**config.mk**
```make
export PLATFORM = sky130hd
export DESIGN_NAME = hub75_rx
export DESIGN_NICKNAME = d
export VERILOG_FILES = /design/src/rtl/hub75_pkg.sv /design/src/rtl/hub75_rx_linebuf.sv /design/src/rtl/hub75_rx.sv
export SDC_FILE = /design/constraint.sdc
export NUM_CORES = 1
export LEC_CHECK = 0
export BUFFER_PORTS_ARGS = -buffer_cell sky130_fd_sc_hd__buf_2
export CAP_MARGIN = 20
export CORE_MARGIN = 2
export CORE_UTILIZATION = 30
export CTS_CLUSTER_DIAMETER = 120
export DETAILED_ROUTE_END_ITERATION = 8
export SLEW_MARGIN = 20
export SYNTH_ARGS = -nofsm -noshare
export SYNTH_HDL_FRONTEND = slang
export SYNTH_SLANG_ARGS = --single-unit
```
**constraint.sdc**
```tcl
create_clock -name clk -period 4.5 [get_ports clk]
set_clock_uncertainty 0.2 [all_clocks]
set_input_delay 0.45 -clock clk [delete_from_list [all_inputs] [get_ports clk]]
set_output_delay 0.45 -clock clk [all_outputs]
set_load 0.02 [all_outputs]
```
**src/rtl/hub75_pkg.sv**
```systemverilog
// Shared types for the HUB75 bus receiver.
// Bit bundle layout matches the order the six colour pins are sampled in.
package hub75_pkg;

    localparam int seg_count_p = 2;

    typedef struct packed {
        logic r2;
        logic g2;
        logic b2;
        logic r1;
        logic g1;
        logic b1;
    } hub75_bits_t;

    typedef enum logic [0:0] {
        RX_IDLE  = 1'b0,
        RX_DRAIN = 1'b1
    } rx_state_e;

    // Pick the {R,G,B} triple of one display segment.
    function automatic logic [2:0] seg_rgb(hub75_bits_t b, logic seg);
        return seg ? {b.r2, b.g2, b.b2} : {b.r1, b.g1, b.b1};
    endfunction

endpackage

```
**src/rtl/hub75_rx_linebuf.sv**
```systemverilog
// Ping-pong row store: one bank fills from the bus while the other drains.
// Banks are committed and freed strictly in order, so two pointers suffice.
module hub75_rx_linebuf
    import hub75_pkg::*;
#(
    parameter int hpixel_p = 64,
    localparam int col_w_p = $clog2(hpixel_p)
) (
    input  logic               clk,
    input  logic               rst_n,
    input  logic               flush,
    input  logic               wr_en,
    input  logic [col_w_p-1:0] wr_col,
    input  hub75_bits_t        wr_data,
    input  logic               swap,
    input  logic               free,
    input  logic [col_w_p-1:0] rd_col,
    output hub75_bits_t        rd_data,
    output logic               fill_sel,
    output logic               drain_sel,
    output logic               fill_busy,
    output logic               pend_busy
);

    hub75_bits_t mem [2][hpixel_p];
    logic [1:0]  busy_q;
    logic        fill_q;
    logic        drain_q;
    logic        wr_bank;
    logic        wr_ok;

    // A bit arriving with the commit belongs to the bank that becomes the fill bank.
    assign wr_bank   = swap ? ~fill_q : fill_q;
    assign wr_ok     = wr_en & ~busy_q[wr_bank];
    assign rd_data   = mem[drain_q][rd_col];
    assign fill_sel  = fill_q;
    assign drain_sel = drain_q;
    assign fill_busy = busy_q[fill_q];
    assign pend_busy = busy_q[~drain_q];

    // Storage write; a busy bank is never overwritten.
    always_ff @(posedge clk) begin
        if (wr_ok)
            mem[wr_bank][wr_col] <= wr_data;
    end

    // Bank pointers and per-bank busy flags.
    always_ff @(posedge clk or negedge rst_n) begin
        if (!rst_n) begin
            busy_q  <= '0;
            fill_q  <= 1'b0;
            drain_q <= 1'b0;
        end else if (flush) begin
            busy_q  <= '0;
            fill_q  <= 1'b0;
            drain_q <= 1'b0;
        end else begin
            if (swap) begin
                busy_q[fill_q] <= 1'b1;
                fill_q         <= ~fill_q;
            end
            if (free) begin
                busy_q[drain_q] <= 1'b0;
                drain_q         <= ~drain_q;
            end
        end
    end

endmodule

```
**src/rtl/hub75_rx.sv**
```systemverilog
// HUB75 bus receiver: rebuilds shifted rows and replays them as a beat stream.
// Bus pins are asynchronous to clk and pass through two-flop synchronisers.
module hub75_rx
    import hub75_pkg::*;
#(
    parameter int hpixel_p   = 64,
    parameter int vpixel_p   = 64,
    parameter int bpp_p      = 8,
    parameter int segments_p = seg_count_p,
    localparam int rows_p       = vpixel_p / segments_p,
    localparam int addr_width_p = $clog2(hpixel_p * vpixel_p),
    localparam int plane_w_p    = $clog2(bpp_p)
) (
    input  logic                    clk,
    input  logic                    rst_n,
    input  logic                    i_enable,
    input  logic                    I_CLK,
    input  logic                    I_STB,
    input  logic                    I_A,
    input  logic                    I_B,
    input  logic                    I_C,
    input  logic                    I_D,
    input  logic                    I_E,
    input  logic                    I_R1,
    input  logic                    I_G1,
    input  logic                    I_B1,
    input  logic                    I_R2,
    input  logic                    I_G2,
    input  logic                    I_B2,
    output logic                    o_px_valid,
    input  logic                    i_px_ready,
    output logic [addr_width_p-1:0] o_px_addr,
    output logic [plane_w_p-1:0]    o_px_plane,
    output logic [2:0]              o_px_rgb,
    output logic                    o_frame_done,
    output logic                    o_overflow,
    output logic                    o_len_err
);

    localparam int col_w_p = $clog2(hpixel_p);
    localparam int cnt_w_p = $clog2(hpixel_p + 1);
    localparam int row_w_p = $clog2(rows_p);

    localparam logic [0:0] ST_IDLE  = RX_IDLE;
    localparam logic [0:0] ST_DRAIN = RX_DRAIN;

    logic [12:0] pin_w;
    logic [12:0] meta_q;
    logic [12:0] sync_q;
    logic        clk_d_q;
    logic        stb_d_q;
    logic        clk_rise;
    logic        stb_rise;
    logic        en;

    hub75_bits_t         px_w;
    logic [row_w_p-1:0]  row_w;

    logic [cnt_w_p-1:0]   col_q;
    logic                 ovr_q;
    logic [plane_w_p-1:0] plane_q;
    logic [row_w_p-1:0]   last_row_q;
    logic                 have_q;
    logic                 len_err_q;
    logic                 ovf_q;
    logic [row_w_p-1:0]   bank_row_q [2];
    logic [plane_w_p-1:0] bank_plane_q [2];
    logic [plane_w_p-1:0] next_plane;
    logic                 len_ok;
    logic                 commit;
    logic                 wr_en;
    logic [col_w_p-1:0]   wr_col;

    logic [0:0]           state_q;
    logic [col_w_p-1:0]   rd_col_q;
    logic                 seg_q;
    logic                 last_col;
    logic                 beat_acc;
    logic                 last_beat;

    hub75_bits_t          rd_data;
    logic                 fill_sel;
    logic                 drain_sel;
    logic                 fill_busy;
    logic                 pend_busy;

    logic [row_w_p-1:0]      cur_row;
    logic [plane_w_p-1:0]    cur_plane;
    logic [addr_width_p-1:0] seg_a;
    logic [addr_width_p-1:0] row_a;
    logic [addr_width_p-1:0] col_a;
    logic [addr_width_p-1:0] addr_w;

    assign pin_w = {I_CLK, I_STB, I_E, I_D, I_C, I_B, I_A,
                    I_R2, I_G2, I_B2, I_R1, I_G1, I_B1};

    assign en       = i_enable;
    assign px_w     = sync_q[5:0];
    assign row_w    = sync_q[6 +: row_w_p];
    assign clk_rise = sync_q[12] & ~clk_d_q;
    assign stb_rise = sync_q[11] & ~stb_d_q;

    // Two-flop synchronisers plus the edge-detect history.
    always_ff @(posedge clk or negedge rst_n) begin
        if (!rst_n) begin
            meta_q  <= '0;
            sync_q  <= '0;
            clk_d_q <= 1'b0;
            stb_d_q <= 1'b0;
        end else begin
            meta_q  <= pin_w;
            sync_q  <= meta_q;
            clk_d_q <= sync_q[12];
            stb_d_q <= sync_q[11];
        end
    end

    // The first commit after reset or enable always starts at plane 0.
    always_comb begin
        next_plane = '0;
        if (have_q && row_w == last_row_q)
            next_plane = (plane_q == plane_w_p'(bpp_p - 1)) ? '0 : plane_q + 1'b1;
    end

    assign len_ok = (col_q == cnt_w_p'(hpixel_p)) & ~ovr_q;
    assign commit = en & stb_rise & len_ok & ~fill_busy;
    assign wr_en  = en & clk_rise & (stb_rise | (col_q < cnt_w_p'(hpixel_p)));
    assign wr_col = stb_rise ? '0 : col_q[col_w_p-1:0];

    // Column counting, row/plane tracking and sticky error flags.
    always_ff @(posedge clk or negedge rst_n) begin
        if (!rst_n) begin
            col_q        <= '0;
            ovr_q        <= 1'b0;
            plane_q      <= '0;
            last_row_q   <= '0;
            have_q       <= 1'b0;
            len_err_q    <= 1'b0;
            ovf_q        <= 1'b0;
            bank_row_q   <= '{default: '0};
            bank_plane_q <= '{default: '0};
        end else if (!en) begin
            col_q      <= '0;
            ovr_q      <= 1'b0;
            plane_q    <= '0;
            last_row_q <= '0;
            have_q     <= 1'b0;
            len_err_q  <= 1'b0;
            ovf_q      <= 1'b0;
        end else if (stb_rise) begin
            col_q <= cnt_w_p'(clk_rise);
            ovr_q <= 1'b0;
            if (!len_ok) begin
                len_err_q <= 1'b1;
            end else if (fill_busy) begin
                ovf_q <= 1'b1;
            end else begin
                plane_q                <= next_plane;
                last_row_q             <= row_w;
                have_q                 <= 1'b1;
                bank_row_q[fill_sel]   <= row_w;
                bank_plane_q[fill_sel] <= next_plane;
            end
        end else if (clk_rise) begin
            if (col_q == cnt_w_p'(hpixel_p))
                ovr_q <= 1'b1;
            else
                col_q <= col_q + 1'b1;
        end
    end

    assign last_col  = rd_col_q == col_w_p'(hpixel_p - 1);
    assign beat_acc  = en & (state_q == ST_DRAIN) & i_px_ready;
    assign last_beat = beat_acc & seg_q & last_col;

    // Drain FSM: segment 0 then 1 per column; chains straight into a queued bank.
    always_ff @(posedge clk or negedge rst_n) begin
        if (!rst_n) begin
            state_q  <= ST_IDLE;
            rd_col_q <= '0;
            seg_q    <= 1'b0;
        end else if (!en) begin
            state_q  <= ST_IDLE;
            rd_col_q <= '0;
            seg_q    <= 1'b0;
        end else begin
            unique case (state_q)
                ST_IDLE: begin
                    if (commit)
                        state_q <= ST_DRAIN;
                end
                ST_DRAIN: begin
                    if (beat_acc) begin
                        seg_q <= ~seg_q;
                        if (seg_q)
                            rd_col_q <= last_col ? '0 : rd_col_q + 1'b1;
                        if (last_beat && !pend_busy && !commit)
                            state_q <= ST_IDLE;
                    end
                end
                default: state_q <= ST_IDLE;
            endcase
        end
    end

    hub75_rx_linebuf #(
        .hpixel_p (hpixel_p)
    ) u_linebuf (
        .clk       (clk),
        .rst_n     (rst_n),
        .flush     (~en),
        .wr_en     (wr_en),
        .wr_col    (wr_col),
        .wr_data   (px_w),
        .swap      (commit),
        .free      (last_beat),
        .rd_col    (rd_col_q),
        .rd_data   (rd_data),
        .fill_sel  (fill_sel),
        .drain_sel (drain_sel),
        .fill_busy (fill_busy),
        .pend_busy (pend_busy)
    );

    assign cur_row   = bank_row_q[drain_sel];
    assign cur_plane = bank_plane_q[drain_sel];
    assign seg_a     = addr_width_p'(seg_q);
    assign row_a     = addr_width_p'(cur_row);
    assign col_a     = addr_width_p'(rd_col_q);
    assign addr_w    = (seg_a * addr_width_p'(rows_p) + row_a)
                       * addr_width_p'(hpixel_p) + col_a;

    assign o_px_valid   = state_q == ST_DRAIN;
    assign o_px_addr    = o_px_valid ? addr_w : '0;
    assign o_px_plane   = o_px_valid ? cur_plane : '0;
    assign o_px_rgb     = o_px_valid ? seg_rgb(rd_data, seg_q) : 3'b000;
    assign o_frame_done = last_beat
                          & (cur_plane == plane_w_p'(bpp_p - 1))
                          & (cur_row == row_w_p'(rows_p - 1));
    assign o_overflow   = ovf_q;
    assign o_len_err    = len_err_q;

endmodule

```
# Yosys cells after proc, flatten, opt, wreduce, memory -nomap -nowiden
# Memory sizes are Yosys's and may differ from the RTL's.
# Cells that the tools add are included.
# word_totals
memories,1
mem_bits_rw,768
input_bits,17
word_cells,191
reg_bits,75
# memory_table
name,depth,width,read_ports,rd_clocked_by_memory_dff,wr,line,source
u_linebuf.mem,2,384,1,0,1,hub75_rx_linebuf.sv:25,hub75_bits_t mem [2][hpixel_p];
# op_classes
add_sub_neg,5
reduce_logical,17
bitwise,32
n_mux,84
n_eq_ne,18
n_lt_le_gt_ge,13
# ops
cell,n
2-to-1 mux 384 bit,1
2-to-1 mux 6 bit,9
2-to-1 mux 5 bit,8
2-to-1 mux 3 bit,13
binary-select mux 6 bit (select 6 bit),1
demux 6 bit (select 6 bit),1
2-to-1 mux 1 bit,35
2-to-1 mux 7 bit,4
bitwise AND 1 bit,15
"greater-or-equal comparator 7 bit, second input constant",2
"inequality test 2 x 1 -> 1 bit, second input constant",7
NOT 6 -> 7 bit,2
adder 12 x 6 -> 12 bit,1
2-to-1 mux 12 bit,1
bitwise mux 10 bit,1
NOT 1 bit,9
AND reduction 3 bit,3
"< comparator 1 x 2 -> 1 bit, second input constant",4
2-to-1 mux 2 bit,4
AND reduction 2 bit,4
"adder 7 x 1 -> 7 bit, second input constant",1
"equality test 7 bit, second input constant",1
logical AND 1 bit,7
"< comparator 7 x 1 -> 1 bit, second input constant",1
other kinds (26),34

# Logic depth before layout (Yosys ltp)
# Gate-level depths: netlist of the first run.
# logic_depth
word_depth,12
mapped_depth,11
ltp_nobuf,8

# Modules after synthesis
# From an unflattened synthesis of the first run, not the netlist that was laid out.
# hier_totals
cells_unflattened,1542
area_unflattened_um2,33064.2
# modules_own_cells
module,area_per_inst_um2,cells_each,n_inst
hub75_rx_linebuf,29970.0,1274,1
hub75_rx,3094.2,268,1

# Worst setup path after synthesis of the first run
# No wires, ideal clock.
# synth_timing
path_type,register -> register
start,register col_q[0]
end,memory u_linebuf.mem[1][210] (netlist name) (enable)
path_stages_with_launch,11
required_time_ns,3.923
arrival_time_ns,2.630
setup_ns,0.377
period_less_slack_ns,3.207
slack_ns,1.293
cell_sequence,dfrtp_1 clkbuf_1 inv_1 ha_1 nand3b_1 nor4_4 a21o_1 a21oi_2 o211ai_2 buf_2 nor3_1
# synth_via
elab_chain_len,11
word_cells_on_any_way,21
classes_between,order compare: 3; eq/ne: 1; mux: 8; bitwise: 8; reduce/logical: 1
# synth_rtl
item,line,source
start: declaration,hub75_rx.sv:59,logic [cnt_w_p-1:0] col_q;
start signal: assignment,hub75_rx.sv:151,col_q <= cnt_w_p'(clk_rise);
start signal: assignment,hub75_rx.sv:168,col_q <= col_q + 1'b1;
equality test 7 bit,hub75_rx.sv:125,assign len_ok = (col_q == cnt_w_p'(hpixel_p)) & ~ovr_q;
bitwise AND 1 bit,hub75_rx.sv:125,
bitwise AND 1 bit (2 in a row),hub75_rx.sv:126,assign commit = en & stb_rise & len_ok & ~fill_busy;
2-to-1 mux 1 bit,-,
2-to-1 mux 1 bit (implied by the code) (2 in a row),hub75_rx_linebuf.sv:34,assign wr_ok = wr_en & ~busy_q[wr_bank];
NOT 1 bit,hub75_rx_linebuf.sv:34,
bitwise AND 1 bit,hub75_rx_linebuf.sv:34,
2-to-1 mux 1 bit,hub75_rx_linebuf.sv:43,if (wr_ok)
2-to-1 mux 384 bit (implied by the code),hub75_rx_linebuf.sv:44,mem[wr_bank][wr_col] <= wr_data;
end: declaration,hub75_rx_linebuf.sv:25,
# Parallel ways exist; a longest one is shown, timed or not. The select of a mux whose other input is x is not followed.

# Worst setup path after layout of the first run
# layout_timing
start,"register u_linebuf.drain_q, in the netlist u_linebuf.drain_sel"
end,output port o_px_rgb[2]
# layout_via
elab_chain_len,6
# layout_rtl
item,line,source
start: declaration,hub75_rx_linebuf.sv:28,logic drain_q;
start signal: assignment,hub75_rx_linebuf.sv:64,drain_q <= ~drain_q;
memory read (2 x 384 bit),-,
binary-select mux 6 bit (select 6 bit),hub75_rx_linebuf.sv:35,assign rd_data = mem[drain_q][rd_col];
2-to-1 mux 6 bit (implied by the code) (2 in a row),hub75_rx_linebuf.sv:35,
2-to-1 mux 3 bit,hub75_pkg.sv:23,"return seg ? {b.r2, b.g2, b.b2} : {b.r1, b.g1, b.b1};"
2-to-1 mux 3 bit,hub75_rx.sv:236,"assign o_px_rgb = o_px_valid ? seg_rgb(rd_data, seg_q) : 3'b000;"
end: declaration,hub75_rx.sv:34,"output logic [2:0] o_px_rgb,"
# No other way between the ends. The select of a mux whose other input is x is not followed.

==> out/metrics.yaml, run 1 <==
outcome:
  status: "complete, no violations"
pwr:
  p_leak_uw: 0.0122
  clkPwrFrac_pct: 44.7
  power.share.combinational_pct: 0.9
  ir_drop_mv: 0.303
  p_int_uw: 12700
  switching_share_pct: 20.2
  p_per_area_nw_per_um2: 407
  switching_power_uw: 3210
  seq_power_share_pct: 54.4
worst_setup_path:
  crit_path_max_incr_delay_ps: 660
  path_cells: "buf_12 -> buf_12 -> buf_4 -> mux4_2 -> a22oi_1 -> a21oi_1 -> a211oi_2 -> a211oi_1 -> or4_1 -> buf_2"
  crit_top_cell: "buf_12"
  path_max_fanout: 5
  arrival_ps: 3760
  crit_slowest_cell: "or4_1"
  start_kind: "flop"
  cp_top_family: "compound AO/OA/AOI/OAI gates"
  critPathKind: "reg2out"
  crit_buf_inv: 4
  crit_required_ps: 3850
  cp-end-kind: "primary output"
yosys:
  synth.avg_cell_area_um2: 19.2
  yosys_register_bits: 843
  synth_area_leaders: "edfxtp_1, mux4_2, dfrtp_1"
  syn-instance-count: 1736
  ys_seq_area_share_pct: 75.0
  synth_top_area_share_pct: 69.4
  synth_warnings: 0
  synth.most_common_cell: "edfxtp_1"
  synthTopCellsByCount: "edfxtp_1, mux4_2, nor2_1"
  synthArstFlopShare_pct: 8.90
  syn_nets: 1758
  yosysTopAreaCell: "edfxtp_1"
  ys_types: 55
  synth_edf_count: 768
  syn_area_um2: 33200
  synth_top_flop_cell: "edfxtp_1"
floorplan:
  die_x_um: 337
  core_area_um2: 110000
  rows: 122
  die-area_um2: 114000
  dieHeight_um: 337
  pin_count: 39
  start_util_pct: 30.1
finish:
  fin_nets: 1903
  seq_area_um2: 25000
  drive_gt1_share_pct: 27.2
  n_fill_cell: 10100
  multiInputGateArea_um2: 7880
  area_growth_pct: 17.2
  antenna_cells: 0
  layout.cells.non_filler: 3438
detailed_routing:
  drc_errors: 0
  drt-total-wl_um: 79200
  viasPerCell: 4.97
  detail_route.wl_per_cell_um: 23.0
  first_pass_iters: 8
  dr_total_vias: 17100
  final_antenna_net_count: 0
  drt_iter0_drc: 1692
global_route:
  grt.busiest_layer: "met2"
  use_met3_pct: 2.15
  grt_first_pass_wirelength_um: 117000
  grtUsageMet1_pct: 18.7
  grt_usage_pct: 13.9
  antenna_found_initial: 0
  grt_pass1_vias: 17600
  grtUsageMet2_pct: 22.9
  grt_overflow: 0
  grt_start_max_net_pins: 100
timing:
  drv_slew: 0
  hold_viol: 0
  tns_ps: 0
  rsz0062_at_grt: "true"
  finalCriticalPeriod_ps: 4410
  worst_slew_pin_slew_ps: 1070
  max_slew_margin_pct: 27.9
  max_freq_ghz: 0.227
  fin_crit_sh_pct: 98.0
  setup_violations: 0
cts:
  clk_pin_slew_ps: 60
  h-tree-depth: 3
  clk_path_buf_depth: 3
  cts_sinks: 843
  clk_latency_ps: 660
  cts_tree: "built"
  cts_buffers: 83
  root_buffer: "clkbuf_16"
hold_path:
  hp-class: "in2reg"
placement:
  gp_congestion: 0.854
  port_buffers: 38
  dp_hpwl_um: 49400
  placed_cells_incl_taps: 3253
run:
  maxCapViolCount: 0
-- metrics by stage --
step                      utilization (%)  cell area (um^2)  setup WS (ps)  power (uW)  hold WS (ps)
after global routing                 35.3             39000          -36.4       16300          78.4
after floorplan                         -             33200           1290        8820         -45.6
final                                35.3             39000           89.8       15900          75.0
after detailed placement             32.3             35700            141        8930           135
after global placement               32.3             35700            142        8920           135
after CTS                            35.2             38800           11.4       16000          45.0
-- cell families after synthesis --
kind of cell,count (synthesis),synth area share (%)
AND/OR/NAND/NOR,358,5.05
XOR/XNOR,12,0.316
flip-flops,843,75.0
adder cells (fa/ha/maj),5,0.188
buffers and inverters,110,1.60
multiplexers,235,14.1
AO/OA/AOI/OAI,173,3.70
-- power groups by stage --
stage / sequential (uW) / combinational [uW] / clock, uW
detailed placement: 8810 / 121 / 0
floorplan: 8790 / 29.8 / 0
global placement: 8810 / 115 / 0
global route: 8640 / 156 / 7500
finish: 8630 / 142 / 7100
CTS: 8650 / 131 / 7230
-- layout by cell type, fill, tap and decap left out, types with 7 or more instances in the layout --
| cell | count |
|---|---|
| nand3_1 | 22 |
| dfrtp_4 | 9 |
| xor2_1 | 7 |
| mux2_2 | 16 |
| nand2_1 | 89 |
| o21ai_0 | 15 |
| mux4_2 | 186 |
| edfxtp_1 | 768 |
| buf_4 | 88 |
| clkinv_2 | 21 |
| nor3_1 | 63 |
| buf_2 | 37 |
| dlygate4sd3_1 | 15 |
| inv_1 | 7 |
| clkinv_1 | 11 |
| dfrtp_1 | 66 |
| mux2i_1 | 33 |
| a22oi_1 | 57 |
| and2_1 | 15 |
| a21oi_1 | 39 |
| nor2b_1 | 20 |
| nor2_1 | 104 |
| a21boi_0 | 9 |
| and3_1 | 9 |
| clkbuf_16 | 86 |
| clkinvlp_4 | 8 |
| bufinv_16 | 10 |
| buf_12 | 9 |
-- tightest hold or removal path, cell delays in order --
cell and delay [ps]:
buf_2 140, nand2_1 80, xnor2_1 60, and2_1 140
-- registers in the layout (all words and copies together), names as in the netlist --
signal and cells:
ovr_q 1, o_overflow 1, sync_q 13, rd_col_q 6, u_linebuf.drain_sel 1, last_row_q 5, u_linebuf.mem 768, u_linebuf.busy_q 2
plane_q 3, bank_plane_q 6, o_len_err 1, meta_q 13, clk_d_q 1, have_q 1, stb_d_q 1, seg_q 1
o_px_valid 1, bank_row_q 10, u_linebuf.fill_sel 1, col_q 7
-- layer usage --
layer	routed length, um	share of wire, %
met1	33300	42
met2	38800	49
met3	5140	6.5
met5	0	0
met4	1940	2.4
-- worst paths after layout --
| kind | from | end | slack (ps) | cells after the start |
|---|---|---|---|---|
| min | i_px_ready | seg_q$_DFFE_PN0P_ | 70 | 4 |
| max reg2reg | col_q[1]$_DFFE_PN0P_ | u_linebuf.mem[0][18]$_DFFE_PP_ | 910 | 9 |
| max in group asynchronous | rst_n | sync_q[4]$_DFF_PN0_ | 3050 | 2 |
| min reg2reg | meta_q[10]$_DFF_PN0_ | sync_q[10]$_DFF_PN0_ | 150 | 0 |
| max | u_linebuf.drain_sel$_DFFE_PN0P_ | o_px_rgb[2] | 90 | 10 |
| min in group asynchronous | rst_n | sync_q[7]$_DFF_PN0_ | 330 | 2 |
-- timing repair --
action	CTS	global route
gates cloned	0	2
buffers inserted	10	3
setup endpoints to repair	3	3
hold buffers	15	0
gates resized for setup	13	8
endpoints found under the hold margin	94	0
-- layout make-up --
class	count	area share [%]
clock buffer	92	5.51
clock inverter	62	1.69
inverter	9	0.0867
multi-input combinational	783	20.2
sequential	843	64.1
tap	1488	4.78
timing repair buffer	161	3.62
Power figures use the tool's default switching activity.
==> run 2, diff against run 1 <==
Settings changed: CORE_ASPECT_RATIO set to 0.5.
==> out/metrics.yaml, run 2 (synthesis results as in run 1) <==
outcome:
  status: "complete, no violations"  # unchanged
detailed_routing:
  drt-total-wl_um: 81000  # was 79200 um
  drt_iter0_drc: 1946  # was 1692
  detail_route.wl_per_cell_um: 23.3  # was 23.0 um
  final_antenna_net_count: 0  # unchanged
  viasPerCell: 5.04  # was 4.97
  drc_errors: 0  # unchanged
  dr_total_vias: 17500  # was 17100
  first_pass_iters: 5  # was 8
timing:
  fin_crit_sh_pct: 97.8  # was 98.0%
  hold_viol: 0  # unchanged
  timing.hold.ws_ps: 34.0  # was 75.0 ps
  max_freq_ghz: 0.227  # about the same
  finalCriticalPeriod_ps: 4400  # was 4410 ps
  setup_violations: 0  # unchanged
  tns_ps: 0  # unchanged
  drv_slew: 0  # unchanged
  worst_slew_pin_slew_ps: 1090  # was 1070 ps
  max_slew_margin_pct: 27.1  # was 27.9%
worst_setup_path:
  crit_required_ps: 3850  # about the same
  crit_slowest_cell: "or4_4"  # was or4_1
  r2r_cells: 10  # was 9
  cp-end-kind: "primary output"  # unchanged
  path_max_fanout: 6  # was 5
  path_cells: "buf_4 -> buf_12 -> mux4_2 -> a22oi_1 -> nand2_1 -> a211oi_2 -> a211oi_1 -> or4_4 -> buf_2"  # was buf_12 -> buf_12 -> buf_4 -> mux4_2 -> a22oi_1 -> a21oi_1 -> a211oi_2 -> a211oi_1 -> or4_1 -> buf_2
  crit_path_max_incr_delay_ps: 600  # was 660 ps
  critPathKind: "reg2out"  # unchanged
  rr_startpoint: "col_q[0]$_DFFE_PN0P_"  # was col_q[1]$_DFFE_PN0P_
  timing.rr.end: "u_linebuf.mem[1][29]$_DFFE_PP_"  # was u_linebuf.mem[0][18]$_DFFE_PP_
  cp_top_family: "simple AND/OR/NAND/NOR gates"  # was compound AO/OA/AOI/OAI gates
  arrival_ps: 3750  # was 3760 ps
  cp.depth: 9  # was 10
  start_kind: "flop"  # unchanged
  crit_buf_inv: 3  # was 4
  r2r_setup_slack_ps: 690  # was 910 ps
finish:
  layout.cells.non_filler: 3480  # was 3438
  reg_top3: "u_linebuf.mem (768), meta_q (13), sync_q (13)"  # unchanged
  largest_reg_flops: 768  # unchanged
  largest_register: "u_linebuf.mem"  # unchanged
  drive_gt1_share_pct: 27.8  # was 27.2%
  area_growth_pct: 17.9  # was 17.2%
  final_common_cell: "edfxtp_1"  # unchanged
  final_core_utilization_pct: 35.6  # was 35.3%
  final_cell_mix: "edfxtp_1, mux4_2, buf_4"  # was edfxtp_1, mux4_2, nor2_1
  antenna_cells: 0  # unchanged
  fin_nets: 1935  # was 1903
floorplan:
  die_x_um: 475  # was 337 um
  core_area_um2: 110000  # about the same
  dieHeight_um: 239  # was 337 um
  pin_count: 39  # unchanged
  die-area_um2: 114000  # about the same
  start_util_pct: 30.2  # was 30.1%
  rows: 86  # was 122
cts:
  cts_sinks: 843  # unchanged
  h-tree-depth: 3  # unchanged
  cts_buffers: 85  # was 83
  clk_pin_slew_ps: 60  # about the same
  clk_latency_ps: 640  # was 660 ps
  clk_path_buf_depth: 3  # unchanged
  cts_tree: "built"  # unchanged
  root_buffer: "clkbuf_16"  # unchanged
hold_path:
  min_from: "i_px_ready"  # unchanged
  hp-class: "in2reg"  # unchanged
  min_to: "rd_col_q[1]$_DFFE_PN0P_"  # was seg_q$_DFFE_PN0P_
  holdPathStages: 4  # unchanged
global_route:
  grt_first_pass_wirelength_um: 119000  # was 117000 um
  antenna_found_initial: 0  # unchanged
  grt_usage_pct: 14.1  # was 13.9%
  grt_overflow: 0  # unchanged
  grt_pass1_vias: 17700  # was 17600
  grt_start_max_net_pins: 91  # was 100
placement:
  dp_hpwl_um: 50300  # was 49400 um
  gp_congestion: 0.832  # was 0.854
  placed_cells_incl_taps: 3294  # was 3253
  port_buffers: 38  # unchanged
pwr:
  p_leak_uw: 0.0124  # was 0.0122 uW
  p_per_area_nw_per_um2: 409  # was 407 nW/um^2
  ir_drop_mv: 0.335  # was 0.303 mV
run:
  maxCapViolCount: 0  # unchanged
==> run 2: changes by cell type in the layout (fill, tap and decap cells not counted), moves of 4 or more <==
cell / previous run / this run
buf_12: 9 / 15
buf_4: 88 / 120
clkinv_2: 21 / 16
clkbuf_1: 6 / 16
clkinvlp_4: 8 / 3
clkbuf_8: 1 / 5
==> run 2: metrics by stage <==
| stage | setup slack (ps) | power [uW] | cell area, um^2 |
|---|---|---|---|
| 4_1_cts | 3.05 | 16200 | 39100 |
| 5_1_grt | -10.2 | 16500 | 39200 |
| 3_5_place_dp | 281 | 8930 | 35900 |
| 6_report | 99.0 | 16000 | 39200 |
| 3_3_place_gp | 284 | 8920 | 35900 |
| 2_1_floorplan | 1290 | 8820 | 33200 |
==> run 2: how the worst max path moves through the flow <==
stage / startpoint / to
after floorplan: col_q[0]$_DFFE_PN0P_ / u_linebuf.mem[1][210]$_DFFE_PP_
after global placement: u_linebuf.drain_sel$_DFFE_PN0P_ / o_px_rgb[1]
after detailed placement: u_linebuf.drain_sel$_DFFE_PN0P_ / o_px_rgb[1]
after CTS: u_linebuf.drain_sel$_DFFE_PN0P_ / o_px_rgb[1]
after global routing: u_linebuf.drain_sel$_DFFE_PN0P_ / o_px_rgb[2]
final: u_linebuf.drain_sel$_DFFE_PN0P_ / o_px_rgb[1]
==> run 2: worst reg2reg max path, stage by stage (launching register included) <==
cell,delay [ps]
dfrtp_1,580
inv_1,210
ha_1,250
nand3b_1,170
nor4_4,70
nand2_1,90
and3_1,500
o211ai_4,300
buf_4,360
nor3_1,560
buf_4,240
==> run 2: final cells by class <==
class | count | area [um^2]
Timing Repair Buffer | 191 | 1600
Multi-Input combinational cell | 783 | 7860
Fill cell | 10200 | 70800
Sequential cell | 843 | 25000
Clock inverter | 49 | 529
Tap cell | 1496 | 1870
Inverter | 9 | 33.8
Clock buffer | 109 | 2330
==> run 2: what timing repair did <==
item | in CTS | in global routing
gates cloned | 0 | 0
setup buffers | 13 | 0
resized for setup | 8 | 10
hold buffers | 14 | 0
setup endpoints to repair | 3 | 3
endpoints found under the hold margin | 88 | 0
==> run 2: metal layers <==
layer | GRT usage (%) | part of all wire, %
met4 | 3.86 | 2.2
met2 | 22.7 | 48
met5 | 0 | 0
met3 | 2.28 | 6.4
met1 | 19.7 | 44
==> run 2: where the power goes <==
group / leakage [uW] / switching [uW] / internal (uW)
clock network: 0.00140 / 2960 / 4300
logic: 0.00308 / 117 / 34.9
registers: 0.00787 / 64.9 / 8560
total: 0.0124 / 3140 / 12900
